`config.mk`:
```
export PLATFORM = sky130hd
export DESIGN_NAME = bexkat1_pipe_ctrl
export DESIGN_NICKNAME = d
export VERILOG_FILES = /design/src/rtl/bexkat1_pipe_ctrl.sv
export SDC_FILE = /design/constraint.sdc
export NUM_CORES = 1
export LEC_CHECK = 0
export CAP_MARGIN = 5
export CORE_MARGIN = 4
export CORE_UTILIZATION = 35
export DETAILED_ROUTE_END_ITERATION = 10
export GPL_ROUTABILITY_DRIVEN = 0
export PLACE_DENSITY = 0.86
export SLEW_MARGIN = 20
export SYNTH_ARGS = -nofsm -noshare
export SYNTH_HDL_FRONTEND = slang
export SYNTH_SLANG_ARGS = --single-unit
```
`constraint.sdc`:
```
create_clock -name clk_i -period 6.1 [get_ports clk_i]
set_input_delay 1.83 -clock clk_i [delete_from_list [all_inputs] [get_ports clk_i]]
set_output_delay 1.83 -clock clk_i [all_outputs]
set_load 0.05 [all_outputs]
```
`src/rtl/bexkat1_pipe_ctrl.sv`:
```
// ---------------------------------------------------------------------------
// bexkat1_pipe_ctrl
//
// Hazard and sequencing controller for the bexkat1 five-stage pipeline
// (IF, ID, EX, MEM, WB). Each cycle it decides which stage registers hold
// their value and which load a NOP. It also tracks the squash window after a
// taken branch, the halt state, and a saturating count of front-end stall
// cycles.
//
// Ports:
//   clk_i           clock
//   rst_i           synchronous active-high reset
//   id_ir_i         instruction word in ID (type [31:28], ra [23:20],
//                   rb [19:16], rc [15:12])
//   ex_ir_i         instruction word in EX
//   ex_reg_write_i  EX register-write enable; nonzero means EX writes ra
//   ex_pc_set_i     registered taken branch/jump from EX (branch now in MEM)
//   ex_halt_i       registered halt from EX
//   ex_busy_i       multi-cycle integer unit busy in EX
//   mem_stall_i     data bus wait in MEM
//   stall_o         hold enables {mem,ex,id,if}; 1 = the register keeps its value
//   bubble_o        NOP inject {mem,ex,id}; 1 = the register loads a NOP
//   state_o         0 = RUN, 1 = FLUSH, 2 = HALT
//   stall_count_o   number of cycles with stall_o[0]=1 since reset
// ---------------------------------------------------------------------------
module bexkat1_pipe_ctrl #(
    parameter int FLUSH_CYCLES = 2,
    parameter int CNT_WIDTH    = 32
) (
    input  logic                 clk_i,
    input  logic                 rst_i,
    input  logic [63:0]          id_ir_i,
    input  logic [63:0]          ex_ir_i,
    input  logic [1:0]           ex_reg_write_i,
    input  logic                 ex_pc_set_i,
    input  logic                 ex_halt_i,
    input  logic                 ex_busy_i,
    input  logic                 mem_stall_i,
    output logic [3:0]           stall_o,
    output logic [2:0]           bubble_o,
    output logic [1:0]           state_o,
    output logic [CNT_WIDTH-1:0] stall_count_o
);

    // Instruction type code of a memory load.
    localparam logic [3:0] T_LOAD     = 4'h7;
    localparam logic [2:0] FLUSH_INIT = 3'(FLUSH_CYCLES - 1);

    typedef enum logic [1:0] {
        ST_RUN   = 2'd0,
        ST_FLUSH = 2'd1,
        ST_HALT  = 2'd2
    } state_t;

    // Identifies which priority rule won this cycle; drives the state update.
    typedef enum logic [3:0] {
        R_RESET   = 4'd0,
        R_HALTED  = 4'd1,
        R_HALT    = 4'd2,
        R_MEM     = 4'd3,
        R_BRANCH  = 4'd4,
        R_BUSY    = 4'd5,
        R_LOADUSE = 4'd6,
        R_FLUSH   = 4'd7,
        R_IDLE    = 4'd8
    } rule_t;

    state_t                 state_r;
    logic [2:0]             flush_cnt_r;
    logic                   pend_flush_r;
    logic [CNT_WIDTH-1:0]   stall_count_r;

    rule_t                  rule_s;
    logic [3:0]             stall_s;
    logic [2:0]             bubble_s;
    logic                   load_use_s;

    // Load-use hazard: a load in EX writes a register the ID instruction reads.
    always_comb begin
        load_use_s = 1'b0;
        if ((ex_ir_i[31:28] == T_LOAD) && (ex_reg_write_i != 2'd0) &&
            ((ex_ir_i[23:20] == id_ir_i[19:16]) ||
             (ex_ir_i[23:20] == id_ir_i[15:12]))) begin
            load_use_s = 1'b1;
        end else begin
            load_use_s = 1'b0;
        end
    end

    // Priority resolution of stall/bubble controls; first matching rule wins.
    always_comb begin
        rule_s   = R_IDLE;
        stall_s  = 4'b0000;
        bubble_s = 3'b000;
        if (rst_i) begin
            rule_s   = R_RESET;
            stall_s  = 4'b0000;
            bubble_s = 3'b111;
        end else if (state_r == ST_HALT) begin
            rule_s   = R_HALTED;
            stall_s  = 4'b1111;
            bubble_s = 3'b000;
        end else if (ex_halt_i) begin
            rule_s   = R_HALT;
            stall_s  = 4'b1111;
            bubble_s = 3'b000;
        end else if (mem_stall_i) begin
            rule_s   = R_MEM;
            stall_s  = 4'b1111;
            bubble_s = 3'b000;
        end else if (ex_pc_set_i || pend_flush_r) begin
            // Squash IF-fetched and ID-decoded wrong-path instructions.
            rule_s   = R_BRANCH;
            stall_s  = 4'b0000;
            bubble_s = 3'b110;
        end else if (ex_busy_i) begin
            rule_s   = R_BUSY;
            stall_s  = 4'b0111;
            bubble_s = 3'b100;
        end else if (load_use_s) begin
            rule_s   = R_LOADUSE;
            stall_s  = 4'b0011;
            bubble_s = 3'b010;
        end else if (state_r == ST_FLUSH) begin
            rule_s   = R_FLUSH;
            stall_s  = 4'b0000;
            bubble_s = 3'b001;
        end else begin
            rule_s   = R_IDLE;
            stall_s  = 4'b0000;
            bubble_s = 3'b000;
        end
    end

    assign stall_o       = stall_s;
    assign bubble_o      = bubble_s;
    assign state_o       = state_r;
    assign stall_count_o = stall_count_r;

    // Sequencing state machine, pending-flush flag and stall-cycle counter.
    always_ff @(posedge clk_i) begin
        if (rst_i) begin
            state_r       <= ST_RUN;
            flush_cnt_r   <= 3'd0;
            pend_flush_r  <= 1'b0;
            stall_count_r <= '0;
        end else begin
            // Halt-entry cycle still counts; cycles spent in HALT do not.
            if (stall_s[0] && (state_r != ST_HALT) && (stall_count_r != '1)) begin
                stall_count_r <= stall_count_r + {{(CNT_WIDTH-1){1'b0}}, 1'b1};
            end else begin
                stall_count_r <= stall_count_r;
            end

            case (rule_s)
                R_HALT: begin
                    state_r <= ST_HALT;
                end
                R_MEM: begin
                    // A branch arriving under a bus wait is remembered and
                    // acted on once MEM releases.
                    if (ex_pc_set_i) begin
                        pend_flush_r <= 1'b1;
                    end else begin
                        pend_flush_r <= pend_flush_r;
                    end
                end
                R_BRANCH: begin
                    pend_flush_r <= 1'b0;
                    if (FLUSH_CYCLES > 1) begin
                        state_r     <= ST_FLUSH;
                        flush_cnt_r <= FLUSH_INIT;
                    end else begin
                        state_r     <= ST_RUN;
                        flush_cnt_r <= 3'd0;
                    end
                end
                R_FLUSH: begin
                    flush_cnt_r <= flush_cnt_r - 3'd1;
                    if (flush_cnt_r <= 3'd1) begin
                        state_r <= ST_RUN;
                    end else begin
                        state_r <= ST_FLUSH;
                    end
                end
                default: begin
                    state_r <= state_r;
                end
            endcase
        end
    end

endmodule

```
# Word level (Yosys, flattened, before mapping)
# Index checks and enable logic that the tools add are counted.
# word_totals
register_bits	38
latch_bits	0
ramBits	0
rom_bits	0
in_bits	136
out_inout_bits	41
elab_cells	59
n_memories	0
# classes
add_sub_neg	2
mul	0
div	0
magnitude_cmp	1
n_eq_ne	12
n_shift	0
n_mux	29
bitwise_logic	0
n_reduce_logical	11
# ops
op	n
2-to-1 mux 4 bit	12
adder 32 x 1 -> 32 bit, second input constant	1
inequality test 32 bit, second input constant	1
2-to-1 mux 3 bit	8
equality test 4 x 3 -> 1 bit, second input constant	3
equality test 4 x 2 -> 1 bit, second input constant	2
equality test 4 bit	2
one-hot mux 2 bit (3 select lines)	1
one-hot mux 3 bit (2 select lines)	1
nonzero test 2 bit	3
logical AND 1 bit	4
2-to-1 mux 1 bit	4
2-to-1 mux 2 bit	2
inequality test 2 bit, second input constant	2
less-or-equal comparator 3 x 1 -> 1 bit, second input constant	1
nonzero test 3 bit	1
subtractor 3 x 1 -> 3 bit, second input constant	1
equality test 2 x 1 -> 1 bit, second input constant	1
equality test 2 bit, second input constant	1
logical OR 1 bit	2
one-hot mux 1 bit (2 select lines)	1
AND reduction 2 bit	1

# Depth between registers and ports, before layout
# Gate-level depths: netlist of the first run.
# logic_depth
word_depth	14
ltp_mapped	9

# Worst setup path before layout of the first run
# OpenSTA, ideal clock, no wires.
# synth_path
kind	input to output
startpoint	input ex_ir_i[29]
endpoint	output bubble_o[0]
arrival_ps	3902
t_required_ps	4270
slack_ps	368
cell_stages	5
path_buffers	0
path_cell_list	and4b_1 o21ai_0 a21oi_1 or4_1 o21ai_0
# synth_between
elab_chain_cells	11
# synth_rtl
item	line_no	rtl
start: declaration	33	input logic [63:0] ex_ir_i,
equality test 4 x 3 -> 1 bit	81	if ((ex_ir_i[31:28] == T_LOAD) && (ex_reg_write_i != 2'd0) &&
logical AND 1 bit (2 in series)	81	
2-to-1 mux 1 bit	81	
2-to-1 mux 2 bit	120	end else if (load_use_s) begin
2-to-1 mux 3 bit	116	end else if (ex_busy_i) begin
2-to-1 mux 3 bit	111	end else if (ex_pc_set_i || pend_flush_r) begin
2-to-1 mux 3 bit	107	end else if (mem_stall_i) begin
2-to-1 mux 3 bit	103	end else if (ex_halt_i) begin
2-to-1 mux 3 bit	99	end else if (state_r == ST_HALT) begin
2-to-1 mux 3 bit	95	if (rst_i) begin
end: declaration	40	output logic [2:0] bubble_o,
# Every way passes these cells.

# Final worst setup path of the first run
# layout_path
startpoint	input ex_ir_i[31]
endpoint	output bubble_o[0]
# Same word-level chain as after synthesis.

==> metrics.txt, run 1 <==
# TYPE chip_impl_metric gauge
chip_impl_metric{name="detail_route.wl_per_cell",unit="um"} 14.4
chip_impl_metric{name="cts-htree-levels",unit=""} 2
chip_impl_metric{name="nNetsFinal",unit=""} 468
chip_impl_metric{name="tightestPinTransition",unit="ns"} 0.700
chip_impl_metric{name="io_buffers",unit=""} 64
chip_impl_info{name="synth_top_cells_by_area",value="sky130_fd_sc_hd__dfxtp_1 35%, sky130_fd_sc_hd__a21oi_1 6.2%, sky130_fd_sc_hd__or4_1 6.2%"} 1
chip_impl_info{name="min_from",value="flush_cnt_r[2]$_SDFFE_PP0P_"} 1
chip_impl_info{name="path_category_of_the_worst_min_delay_check",value="flip-flop to flip-flop"} 1
chip_impl_metric{name="area_growth_syn_to_layout",unit="%"} 39.0
chip_impl_metric{name="setup_total_negative_slack",unit="ns"} 0
chip_impl_info{name="synth_largest_area_cell",value="sky130_fd_sc_hd__dfxtp_1"} 1
chip_impl_metric{name="clock_latency",unit="ns"} 0.30
chip_impl_metric{name="number_of_buffers_inserted_during_clock_tree_synthesis",unit=""} 5
chip_impl_info{name="yosys.cell_count.top_type",value="sky130_fd_sc_hd__dfxtp_1"} 1
chip_impl_metric{name="synth-xor-area-share",unit=""} 0.0364
chip_impl_metric{name="synth_mux_area_frac",unit=""} 0.0202
chip_impl_info{name="critical_path.reg2reg.startpoint",value="stall_count_o[2]$_SDFFE_PP0P_"} 1
chip_impl_metric{name="timing.slew.headroom",unit=""} 0.530
chip_impl_metric{name="finalCriticalPeriod",unit="ns"} 5.69
chip_impl_metric{name="final-hold-violation-count",unit=""} 0
chip_impl_metric{name="timing.max_cap.violations",unit=""} 0
chip_impl_metric{name="layout-drive-gt1-share",unit=""} 0.0939
chip_impl_metric{name="post_synth.cell_area_avg",unit="um^2"} 8.03
chip_impl_metric{name="vias_in_the_first_global_route",unit=""} 2164
chip_impl_metric{name="count_of_different_cell_masters_after_synthesis",unit=""} 47
chip_impl_metric{name="yosys.area_share.simple",unit=""} 0.312
chip_impl_metric{name="finalCoreUtilization",unit=""} 0.506
chip_impl_metric{name="fp.dieH",unit="um"} 86.7
chip_impl_metric{name="drtAntennaViolNets",unit=""} 0
chip_impl_metric{name="grt_remaining_overflow",unit=""} 0
chip_impl_metric{name="yosys_register_bits",unit=""} 38
chip_impl_metric{name="finalClockSkew",unit="ns"} 0.00864
chip_impl_info{name="setup_repair_after_global_routing_missed_its_margin",value="false"} 1
chip_impl_metric{name="cts.sinks",unit=""} 38
chip_impl_metric{name="power_density",unit="mW/mm^2"} 199
chip_impl_metric{name="maximum_number_of_pins_on_one_net_before_global_route_repair",unit=""} 36
chip_impl_metric{name="synthAdderAreaFrac",unit=""} 0.0173
chip_impl_info{name="worstSetupPathType",value="input pin to output port"} 1
chip_impl_info{name="cts_tree",value="yes"} 1
chip_impl_metric{name="aggregate_global_route_resource_usage",unit=""} 0.158
chip_impl_metric{name="antenna_found_initial",unit=""} 0
chip_impl_metric{name="final_wirelength",unit="mm"} 5.85
chip_impl_metric{name="power.static_leakage",unit="nW"} 0.955
chip_impl_info{name="main_combinational_cell_family_by_area_after_synthesis",value="simple AND/OR/NAND/NOR gates"} 1
chip_impl_info{name="netlist_top_cells_count",value="38 x sky130_fd_sc_hd__dfxtp_1, 27 x sky130_fd_sc_hd__a21oi_1, 26 x sky130_fd_sc_hd__nand2_1"} 1
chip_impl_info{name="timing.critical_path.from",value="ex_ir_i[31]"} 1
chip_impl_metric{name="detailedRoute.firstIterationViolations",unit=""} 194
chip_impl_metric{name="fillerInstances",unit=""} 556
chip_impl_info{name="outcome",value="completed"} 1
chip_impl_info{name="worstSetupEndpointType",value="output port"} 1
chip_impl_metric{name="synth.yosys.warnings",unit=""} 0
chip_impl_metric{name="synth_compound_area_frac",unit=""} 0.206
chip_impl_metric{name="floorplan.initialDensity",unit=""} 0.364
chip_impl_metric{name="post_cts_buffers",unit=""} 0
chip_impl_metric{name="number_of_search_and_repair_iterations_in_the_first_detailed_routing_pass",unit=""} 4
chip_impl_metric{name="ys_seq_area_frac",unit=""} 0.351
chip_impl_metric{name="die_area",unit="mm^2"} 0.00751
chip_impl_metric{name="die-width",unit="um"} 86.7
chip_impl_metric{name="grt_pass1_wl",unit="mm"} 9.68
chip_impl_metric{name="post-synth-top-area-fraction",unit=""} 0.351
chip_impl_metric{name="dp_hpwl",unit="mm"} 4.26
chip_impl_info{name="ys_dominant_reg_cell",value="sky130_fd_sc_hd__dfxtp_1"} 1
chip_impl_metric{name="final-max-slew-violation-count",unit=""} 0
chip_impl_metric{name="layout_worst_path_cycle_share",unit=""} 0.934
chip_impl_metric{name="vias",unit=""} 2306
chip_impl_metric{name="synth_enable_flop_cells",unit=""} 0
chip_impl_metric{name="worstPathArrival",unit="ns"} 3.86
chip_impl_metric{name="worstPathMaxFanout",unit=""} 4
chip_impl_metric{name="via_per_inst",unit=""} 5.69
chip_impl_metric{name="antenna_cells",unit=""} 0
chip_impl_metric{name="post_cts_resized",unit=""} 0
chip_impl_info{name="startpoint_type",value="input pin"} 1
chip_impl_metric{name="cts_max_path_buffers",unit=""} 2
chip_impl_metric{name="num_io_pins",unit=""} 177
chip_impl_metric{name="mapped_cells",unit=""} 270
chip_impl_metric{name="core_footprint",unit="mm^2"} 0.00596
chip_impl_metric{name="mappedNetlistNets",unit=""} 409
chip_impl_metric{name="setup-violations-final",unit=""} 0
chip_impl_metric{name="rows",unit=""} 28
chip_impl_metric{name="timing.critical_path.required",unit="ns"} 4.27
chip_impl_metric{name="syn-cell-area",unit="mm^2"} 0.00217
chip_impl_metric{name="vdd_ir_drop_max",unit="mV"} 0.0894
chip_impl_metric{name="maxClockFrequency",unit="MHz"} 176
chip_impl_metric{name="drcViolationCount",unit=""} 0
chip_impl_metric{name="synth-async-reset-ratio",unit=""} 0
chip_impl_metric{name="cts.reportedPaths.clkPinSlew",unit="ns"} 0.08
chip_impl_metric{name="postCtsHoldBufs",unit=""} 0
chip_impl_info{name="ctsRootBufferMaster",value="sky130_fd_sc_hd__clkbuf_8"} 1
-- stage by stage --
step	hold WS [ns]	setup WS [ns]	total power (W)	cell area, um^2	std cells
after global routing	0.533	0.296	0.000620	3010	405
after floorplan	0.446	0.368	0.000309	2170	270
after CTS	0.489	0.397	0.000602	3010	405
after detailed placement	0.475	0.424	0.000345	2870	397
final	0.492	0.405	0.000599	3010	405
after global placement	0.458	0.382	0.000343	2870	397
-- logic make-up after synthesis --
kind of cell / Yosys count
XOR/XNOR: 9
AO/OA/AOI/OAI: 69
adder cells (fa/ha/maj): 3
flip-flops: 38
buffers and inverters: 26
multiplexers: 4
AND/OR/NAND/NOR: 121
-- state kept, by name, indices dropped and copies added, names as in the netlist --
register,flops
state_o,2
pend_flush_r,1
stall_count_o,32
flush_cnt_r,3
-- cell usage in the layout, fill, tap and decap left out, drive strengths merged, types with 3 or more instances in the layout --
| cell type | n |
|---|---|
| nand2 | 26 |
| xnor2 | 8 |
| nor4 | 5 |
| nand4 | 8 |
| o41ai | 3 |
| clkbuf | 5 |
| a21oi | 27 |
| ha | 3 |
| or3 | 8 |
| nor3 | 6 |
| or4 | 19 |
| o21ai | 11 |
| clkdlybuf4s50 | 57 |
| nand3 | 14 |
| mux2 | 3 |
| nor2b | 4 |
| o31ai | 16 |
| nor2 | 20 |
| inv | 11 |
| dfxtp | 38 |
| buf | 10 |
| and3 | 3 |
-- report_power, final --
group          switching (W)  internal (W)  total [W]
logic              0.0000499     0.0000364  0.0000863
registers         0.00000260      0.000250   0.000253
clock network      0.0000963      0.000164   0.000260
total               0.000149      0.000451   0.000599
-- critical path: stages --
cell and delay (ns):
sky130_fd_sc_hd__clkdlybuf4s50_1 0.45, sky130_fd_sc_hd__and4b_1 0.18, sky130_fd_sc_hd__o21ai_0 0.18, sky130_fd_sc_hd__a21oi_1 0.17, sky130_fd_sc_hd__or4_1 0.54, sky130_fd_sc_hd__o21ai_0 0.32
sky130_fd_sc_hd__buf_12 0.19
-- routing by layer --
metal / part of all wire / GRT usage
met1: 0.42 / 0.198
met2: 0.48 / 0.252
met3: 0.086 / 0.0437
met4: 0.019 / 0.0694
met5: 0 / 0
-- path summary, 6_finish.rpt --
path | endpoint | slack [ns] | depth (start not counted)
max reg2reg | stall_count_o[27]$_SDFFE_PP0P_ | 3.49 | 5
max | bubble_o[0] | 0.41 | 7
min | flush_cnt_r[2]$_SDFFE_PP0P_ | 0.49 | 1
min reg2reg | flush_cnt_r[2]$_SDFFE_PP0P_ | 0.49 | 1
-- final cells by class --
cell class                      count  area, um^2  share of cell area
Sequential cell                    38         761               0.253
Clock inverter                      3        68.8              0.0229
Clock buffer                        5        68.8              0.0229
Multi-Input combinational cell    206        1280               0.426
Inverter                           11        41.3              0.0137
Tap cell                           75        93.8              0.0312
Timing Repair Buffer               67         696               0.231
(Power assumes the default switching activity.)
==> run 2, diff against run 1 <==
Settings changed: CORE_ASPECT_RATIO set to 1.75.
==> metrics.txt, run 2 (synthesis gave the netlist of run 1 again) <==
# TYPE chip_impl_metric gauge
chip_impl_metric{name="crit_path_max_incr_delay",unit="ns"} 0.55
chip_impl_metric{name="fin_area",unit="mm^2"} 0.00298
chip_impl_info{name="largest_delay_contributor_family_on_the_critical_path",value="simple AND/OR/NAND/NOR gates"} 1
chip_impl_metric{name="die_area",unit="mm^2"} 0.00756
chip_impl_info{name="startpoint_type",value="input pin"} 1
chip_impl_metric{name="core_footprint",unit="mm^2"} 0.00597
chip_impl_info{name="reg2reg_capture_point",value="stall_count_o[1]$_SDFFE_PP0P_"} 1
chip_impl_metric{name="post_cts_buffers",unit=""} 0
chip_impl_metric{name="setup-violations-final",unit=""} 0
chip_impl_metric{name="post_cts_resized",unit=""} 0
chip_impl_metric{name="cts_max_path_buffers",unit=""} 2
chip_impl_info{name="layout.cells.most_common",value="sky130_fd_sc_hd__clkdlybuf4s50_1"} 1
chip_impl_metric{name="antenna_cells",unit=""} 0
chip_impl_metric{name="drtAntennaViolNets",unit=""} 0
chip_impl_metric{name="detailed_place.area",unit="mm^2"} 0.00289
chip_impl_info{name="timing.critical_path.from",value="ex_ir_i[31]"} 1
chip_impl_metric{name="vias_in_the_first_global_route",unit=""} 2260
chip_impl_metric{name="layout-drive-gt1-share",unit=""} 0.0906
chip_impl_metric{name="largest_register_ff_count",unit=""} 32
chip_impl_metric{name="final-max-slew-violation-count",unit=""} 0
chip_impl_metric{name="aggregate_global_route_resource_usage",unit=""} 0.163
chip_impl_metric{name="cts-htree-levels",unit=""} 2
chip_impl_metric{name="num_io_pins",unit=""} 177
chip_impl_metric{name="worstPathMaxFanout",unit=""} 4
chip_impl_info{name="critPathSlowestCell",value="sky130_fd_sc_hd__or4_1"} 1
chip_impl_metric{name="timing.critical_path.required",unit="ns"} 4.27
chip_impl_info{name="worstSetupEndpointType",value="output port"} 1
chip_impl_info{name="timing.critical_path.mode_cell",value="sky130_fd_sc_hd__o21ai_0"} 1
chip_impl_metric{name="slack_of_the_worst_reg_to_reg_path",unit="ns"} 3.48
chip_impl_info{name="outcome",value="completed"} 1
chip_impl_metric{name="timing.max_cap.violations",unit=""} 0
chip_impl_metric{name="worstRegToRegCells",unit=""} 7
chip_impl_metric{name="power_density",unit="mW/mm^2"} 174
chip_impl_info{name="cts_tree",value="yes"} 1
chip_impl_metric{name="antenna_found_initial",unit=""} 0
chip_impl_metric{name="dp_hpwl",unit="mm"} 4.44
chip_impl_metric{name="nNetsFinal",unit=""} 469
chip_impl_metric{name="number_of_search_and_repair_iterations_in_the_first_detailed_routing_pass",unit=""} 4
chip_impl_info{name="endpoint",value="bubble_o[0]"} 1
chip_impl_metric{name="rows",unit=""} 37
chip_impl_metric{name="grt_remaining_overflow",unit=""} 0
chip_impl_info{name="ctsRootBufferMaster",value="sky130_fd_sc_hd__clkbuf_8"} 1
chip_impl_metric{name="final_wirelength",unit="mm"} 5.95
chip_impl_metric{name="io_buffers",unit=""} 64
chip_impl_info{name="worstSetupPathType",value="input pin to output port"} 1
chip_impl_metric{name="finalClockSkew",unit="ns"} 0.00347
chip_impl_metric{name="area_growth_syn_to_layout",unit="%"} 37.7
chip_impl_metric{name="grt_pass1_wl",unit="mm"} 9.90
chip_impl_metric{name="cts.reportedPaths.clkPinSlew",unit="ns"} 0.08
chip_impl_metric{name="via_per_inst",unit=""} 5.74
chip_impl_info{name="min_from",value="flush_cnt_r[2]$_SDFFE_PP0P_"} 1
chip_impl_metric{name="maximum_number_of_pins_on_one_net_before_global_route_repair",unit=""} 36
chip_impl_metric{name="fillerInstances",unit=""} 561
chip_impl_metric{name="setup_total_negative_slack",unit="ns"} 0
chip_impl_metric{name="power.static_leakage",unit="nW"} 0.941
chip_impl_info{name="path_category_of_the_worst_min_delay_check",value="flip-flop to flip-flop"} 1
chip_impl_metric{name="finalCriticalPeriod",unit="ns"} 5.72
chip_impl_metric{name="floorplan.initialDensity",unit=""} 0.363
chip_impl_metric{name="worstPathArrival",unit="ns"} 3.89
chip_impl_metric{name="die-width",unit="um"} 67.5
chip_impl_info{name="critical_path.reg2reg.startpoint",value="stall_count_o[3]$_SDFFE_PP0P_"} 1
chip_impl_metric{name="critical_path_buf_inv_count",unit=""} 2
chip_impl_info{name="layout.cells.most_common_list",value="58 x sky130_fd_sc_hd__clkdlybuf4s50_1, 38 x sky130_fd_sc_hd__dfxtp_1, 27 x sky130_fd_sc_hd__a21oi_1, 26 x sky130_fd_sc_hd__nand2_1, 19 x sky130_fd_sc_hd__nor2_1"} 1
chip_impl_metric{name="timing.slew.headroom",unit=""} 0.523
chip_impl_metric{name="cts.sinks",unit=""} 38
chip_impl_metric{name="vias",unit=""} 2349
chip_impl_metric{name="path_depth",unit=""} 7
chip_impl_metric{name="detail_route.wl_per_cell",unit="um"} 14.5
chip_impl_info{name="setup_repair_after_global_routing_missed_its_margin",value="false"} 1
chip_impl_metric{name="number_of_buffers_inserted_during_clock_tree_synthesis",unit=""} 5
chip_impl_metric{name="vdd_ir_drop_max",unit="mV"} 0.150
chip_impl_metric{name="maxClockFrequency",unit="MHz"} 175
chip_impl_metric{name="detailedRoute.firstIterationViolations",unit=""} 141
chip_impl_metric{name="fp.dieH",unit="um"} 112
chip_impl_metric{name="layout_worst_path_cycle_share",unit=""} 0.937
chip_impl_metric{name="drcViolationCount",unit=""} 0
chip_impl_metric{name="finalCoreUtilization",unit=""} 0.500
chip_impl_metric{name="clock_latency",unit="ns"} 0.28
chip_impl_metric{name="final-hold-violation-count",unit=""} 0
chip_impl_info{name="critical_path.cell_chain",value="clkdlybuf4s50_1 > and4b_1 > o21ai_0 > a21oi_1 > or4_1 > o21ai_0 > buf_12"} 1
chip_impl_metric{name="tightestPinTransition",unit="ns"} 0.710
chip_impl_metric{name="postCtsHoldBufs",unit=""} 0
run 2: cell types whose count changed in the layout (fill, tap and decap cells not counted), sizes merged:
| cell | change |
|---|---|
| bufinv | -2 |
| clkbuf | +2 |
| clkdlybuf4s50 | +1 |
run 2: power breakdown:
part            total, W  internal [W]  switching [W]
Clock           0.000178     0.0000913      0.0000867
Combinational  0.0000878     0.0000370      0.0000508
Sequential      0.000253      0.000250     0.00000273
Total           0.000519      0.000379       0.000140
run 2: layer usage:
layer,vias up,GRT usage,wire length (um)
met4,0,0.0827,172
li1,1134,-,-
met1,1128,0.184,2370
met3,10,0.0310,277
met2,77,0.280,3130
met5,-,0,0
run 2: worst min path at each step:
stage                     slack, ns                     endpoint  cells past startpoint
after CTS                      0.50  flush_cnt_r[2]$_SDFFE_PP0P_                      1
final                          0.50  flush_cnt_r[2]$_SDFFE_PP0P_                      1
after global routing           0.53  flush_cnt_r[2]$_SDFFE_PP0P_                      1
after global placement         0.46  flush_cnt_r[2]$_SDFFE_PP0P_                      1
after floorplan                0.45  flush_cnt_r[2]$_SDFFE_PP0P_                      1
after detailed placement       0.49  flush_cnt_r[2]$_SDFFE_PP0P_                      1
run 2: layout make-up:
type,count,area [um^2],area share
Sequential cell,38,761,0.255
Inverter,11,41.3,0.0138
Tap cell,78,97.6,0.0327
Clock buffer,7,86.3,0.0289
Clock inverter,1,5.00,0.00168
Timing Repair Buffer,68,706,0.236
Multi-Input combinational cell,206,1290,0.431
run 2: through the flow:
stage	std cells	worst slack, ns	total power, W	hold slack, ns
6_report	409	0.384	0.000519	0.495
5_1_grt	409	0.285	0.000541	0.527
4_1_cts	409	0.380	0.000524	0.497
3_5_place_dp	401	0.418	0.000346	0.485
3_3_place_gp	401	0.421	0.000344	0.459
2_1_floorplan	270	0.368	0.000309	0.446
==> run 3, diff against run 2 <==
Settings changed: CORE_UTILIZATION 35 to 49, DONT_BUFFER_PORTS set to 1, PLACE_DENSITY 0.86 to not set, SETUP_SLACK_MARGIN set to 0.4.
==> metrics.txt, run 3 (synthesis gave the netlist of run 1 again) <==
# TYPE chip_impl_metric gauge
chip_impl_info{name="outcome",value="completed"} 1
chip_impl_info{name="path_category_of_the_worst_min_delay_check",value="flip-flop to flip-flop"} 1
chip_impl_metric{name="timing.slew.headroom",unit=""} 0.411
chip_impl_metric{name="dp_hpwl",unit="mm"} 3.75
chip_impl_metric{name="finalCoreUtilization",unit=""} 0.545
chip_impl_info{name="cts_tree",value="yes"} 1
chip_impl_info{name="timing.critical_path.from",value="ex_reg_write_i[1]"} 1
chip_impl_metric{name="fp.dieH",unit="um"} 96.0
chip_impl_info{name="worstSetupEndpointType",value="output port"} 1
chip_impl_metric{name="finalClockSkew",unit="ns"} 0.00460
chip_impl_metric{name="cts-htree-levels",unit=""} 2
chip_impl_metric{name="setup-violations-final",unit=""} 0
chip_impl_metric{name="worstRegToRegCells",unit=""} 5
chip_impl_metric{name="worstPathArrival",unit="ns"} 3.27
chip_impl_info{name="largest_delay_contributor_family_on_the_critical_path",value="compound AO/OA/AOI/OAI gates"} 1
chip_impl_info{name="critPathSlowestCell",value="sky130_fd_sc_hd__or4_1"} 1
chip_impl_metric{name="maxClockFrequency",unit="MHz"} 196
chip_impl_metric{name="nNetsFinal",unit=""} 406
chip_impl_info{name="layout.cells.most_common_list",value="38 x sky130_fd_sc_hd__dfxtp_1, 26 x sky130_fd_sc_hd__a21oi_1, 26 x sky130_fd_sc_hd__nand2_1, 19 x sky130_fd_sc_hd__nor2_1, 18 x sky130_fd_sc_hd__or4_1"} 1
chip_impl_metric{name="cts.sinks",unit=""} 38
chip_impl_metric{name="number_of_search_and_repair_iterations_in_the_first_detailed_routing_pass",unit=""} 4
chip_impl_metric{name="detail_route.wl_per_cell",unit="um"} 16.3
chip_impl_info{name="critical_path.reg2reg.startpoint",value="stall_count_o[3]$_SDFFE_PP0P_"} 1
chip_impl_info{name="ctsRootBufferMaster",value="sky130_fd_sc_hd__clkbuf_8"} 1
chip_impl_metric{name="timing.critical_path.required",unit="ns"} 4.27
chip_impl_metric{name="drcViolationCount",unit=""} 0
chip_impl_metric{name="maximum_number_of_pins_on_one_net_before_global_route_repair",unit=""} 46
chip_impl_metric{name="worstPathMaxFanout",unit=""} 4
chip_impl_info{name="setup_repair_after_global_routing_missed_its_margin",value="false"} 1
chip_impl_metric{name="clock_latency",unit="ns"} 0.29
chip_impl_metric{name="vdd_ir_drop_max",unit="mV"} 0.207
chip_impl_metric{name="antenna_cells",unit=""} 0
chip_impl_metric{name="layout-drive-gt1-share",unit=""} 0.101
chip_impl_metric{name="grt_remaining_overflow",unit=""} 0
chip_impl_metric{name="detailedRoute.firstIterationViolations",unit=""} 106
chip_impl_info{name="worstSetupPathType",value="input pin to output port"} 1
chip_impl_metric{name="aggregate_global_route_resource_usage",unit=""} 0.191
chip_impl_metric{name="setup_total_negative_slack",unit="ns"} 0
chip_impl_metric{name="postCtsHoldBufs",unit=""} 0
chip_impl_metric{name="tightestPinTransition",unit="ns"} 0.880
chip_impl_metric{name="num_io_pins",unit=""} 177
chip_impl_metric{name="number_of_buffers_inserted_during_clock_tree_synthesis",unit=""} 5
chip_impl_metric{name="timing.max_cap.violations",unit=""} 0
chip_impl_info{name="endpoint",value="bubble_o[0]"} 1
chip_impl_info{name="layout.cells.most_common",value="sky130_fd_sc_hd__dfxtp_1"} 1
chip_impl_metric{name="vias",unit=""} 2013
chip_impl_metric{name="post_cts_resized",unit=""} 0
chip_impl_metric{name="drtAntennaViolNets",unit=""} 0
chip_impl_metric{name="power_density",unit="mW/mm^2"} 213
chip_impl_metric{name="grt_pass1_wl",unit="mm"} 8.65
chip_impl_metric{name="path_depth",unit=""} 5
chip_impl_metric{name="io_buffers",unit=""} 0
chip_impl_metric{name="via_per_inst",unit=""} 6.35
chip_impl_metric{name="crit_path_max_incr_delay",unit="ns"} 0.54
chip_impl_metric{name="core_footprint",unit="mm^2"} 0.00419
chip_impl_metric{name="layout_worst_path_cycle_share",unit=""} 0.836
chip_impl_metric{name="rows",unit=""} 31
chip_impl_metric{name="cts_max_path_buffers",unit=""} 2
chip_impl_metric{name="area_growth_syn_to_layout",unit="%"} 5.31
chip_impl_metric{name="fillerInstances",unit=""} 428
chip_impl_metric{name="post_cts_buffers",unit=""} 0
chip_impl_metric{name="floorplan.initialDensity",unit=""} 0.517
chip_impl_metric{name="final_wirelength",unit="mm"} 5.18
chip_impl_metric{name="finalCriticalPeriod",unit="ns"} 5.10
chip_impl_metric{name="critical_path_buf_inv_count",unit=""} 1
chip_impl_metric{name="die_area",unit="mm^2"} 0.00559
chip_impl_info{name="critical_path.cell_chain",value="o21ai_0 > a21oi_1 > or4_1 > o21ai_1 > buf_4"} 1
chip_impl_info{name="startpoint_type",value="input pin"} 1
chip_impl_metric{name="slack_of_the_worst_reg_to_reg_path",unit="ns"} 3.10
chip_impl_metric{name="cts.reportedPaths.clkPinSlew",unit="ns"} 0.07
chip_impl_metric{name="die-width",unit="um"} 58.3
chip_impl_info{name="reg2reg_capture_point",value="stall_count_o[22]$_SDFFE_PP0P_"} 1
chip_impl_metric{name="final-max-slew-violation-count",unit=""} 0
chip_impl_metric{name="vias_in_the_first_global_route",unit=""} 1883
chip_impl_metric{name="power.static_leakage",unit="nW"} 0.686
chip_impl_metric{name="largest_register_ff_count",unit=""} 32
chip_impl_metric{name="final-hold-violation-count",unit=""} 0
chip_impl_metric{name="antenna_found_initial",unit=""} 0
## run 3: cell types whose count changed in the layout (fill, tap and decap cells not counted), sizes merged
cell / delta
clkinvlp: +1
buf: -5
clkdlybuf4s50: -58
clkbuf: -1
## run 3: layout make-up
type	instances	area [um^2]	share of cell area
Clock inverter	2	12.5	0.00548
Inverter	11	41.3	0.0181
Tap cell	49	61.3	0.0269
Sequential cell	38	761	0.333
Timing Repair Buffer	5	37.5	0.0164
Clock buffer	6	82.6	0.0362
Multi-Input combinational cell	206	1290	0.564
## run 3: how the worst min path moves through the flow
stage / start / end / depth (start not counted)
finish: flush_cnt_r[2]$_SDFFE_PP0P_ / flush_cnt_r[2]$_SDFFE_PP0P_ / 1
global route: flush_cnt_r[2]$_SDFFE_PP0P_ / flush_cnt_r[2]$_SDFFE_PP0P_ / 1
CTS: flush_cnt_r[2]$_SDFFE_PP0P_ / flush_cnt_r[2]$_SDFFE_PP0P_ / 1
detailed placement: flush_cnt_r[2]$_SDFFE_PP0P_ / flush_cnt_r[2]$_SDFFE_PP0P_ / 1
global placement: flush_cnt_r[2]$_SDFFE_PP0P_ / flush_cnt_r[2]$_SDFFE_PP0P_ / 1
floorplan: flush_cnt_r[2]$_SDFFE_PP0P_ / flush_cnt_r[2]$_SDFFE_PP0P_ / 1
## run 3: per-layer routing
layer  vias up  wire length, um  global-route usage
li1       1005                -                   -
met1       940             2230               0.232
met2        63             2460               0.313
met3         5              421              0.0671
met4         0               62              0.0580
met5         -                0                   0
## run 3: power by group
| part | internal (W) | leakage, nW | switching [W] |
|---|---|---|---|
| clock | 0.0000909 | 0.0472 | 0.0000901 |
| sequential | 0.000250 | 0.307 | 0.00000973 |
| combinational | 0.0000141 | 0.332 | 0.0000317 |
## run 3: metrics by stage
| stage | instances | hold slack (ns) | setup WS, ns | power [W] | cell area, um^2 |
|---|---|---|---|---|---|
| 6_report | 317 | 0.483 | 0.999 | 0.000487 | 2280 |
| 5_1_grt | 317 | 0.512 | 0.892 | 0.000506 | 2280 |
| 4_1_cts | 317 | 0.485 | 0.983 | 0.000494 | 2280 |
| 3_5_place_dp | 309 | 0.474 | 0.998 | 0.000312 | 2190 |
| 3_3_place_gp | 309 | 0.478 | 1.04 | 0.000312 | 2190 |
| 2_1_floorplan | 270 | 0.446 | 0.583 | 0.000310 | 2170 |
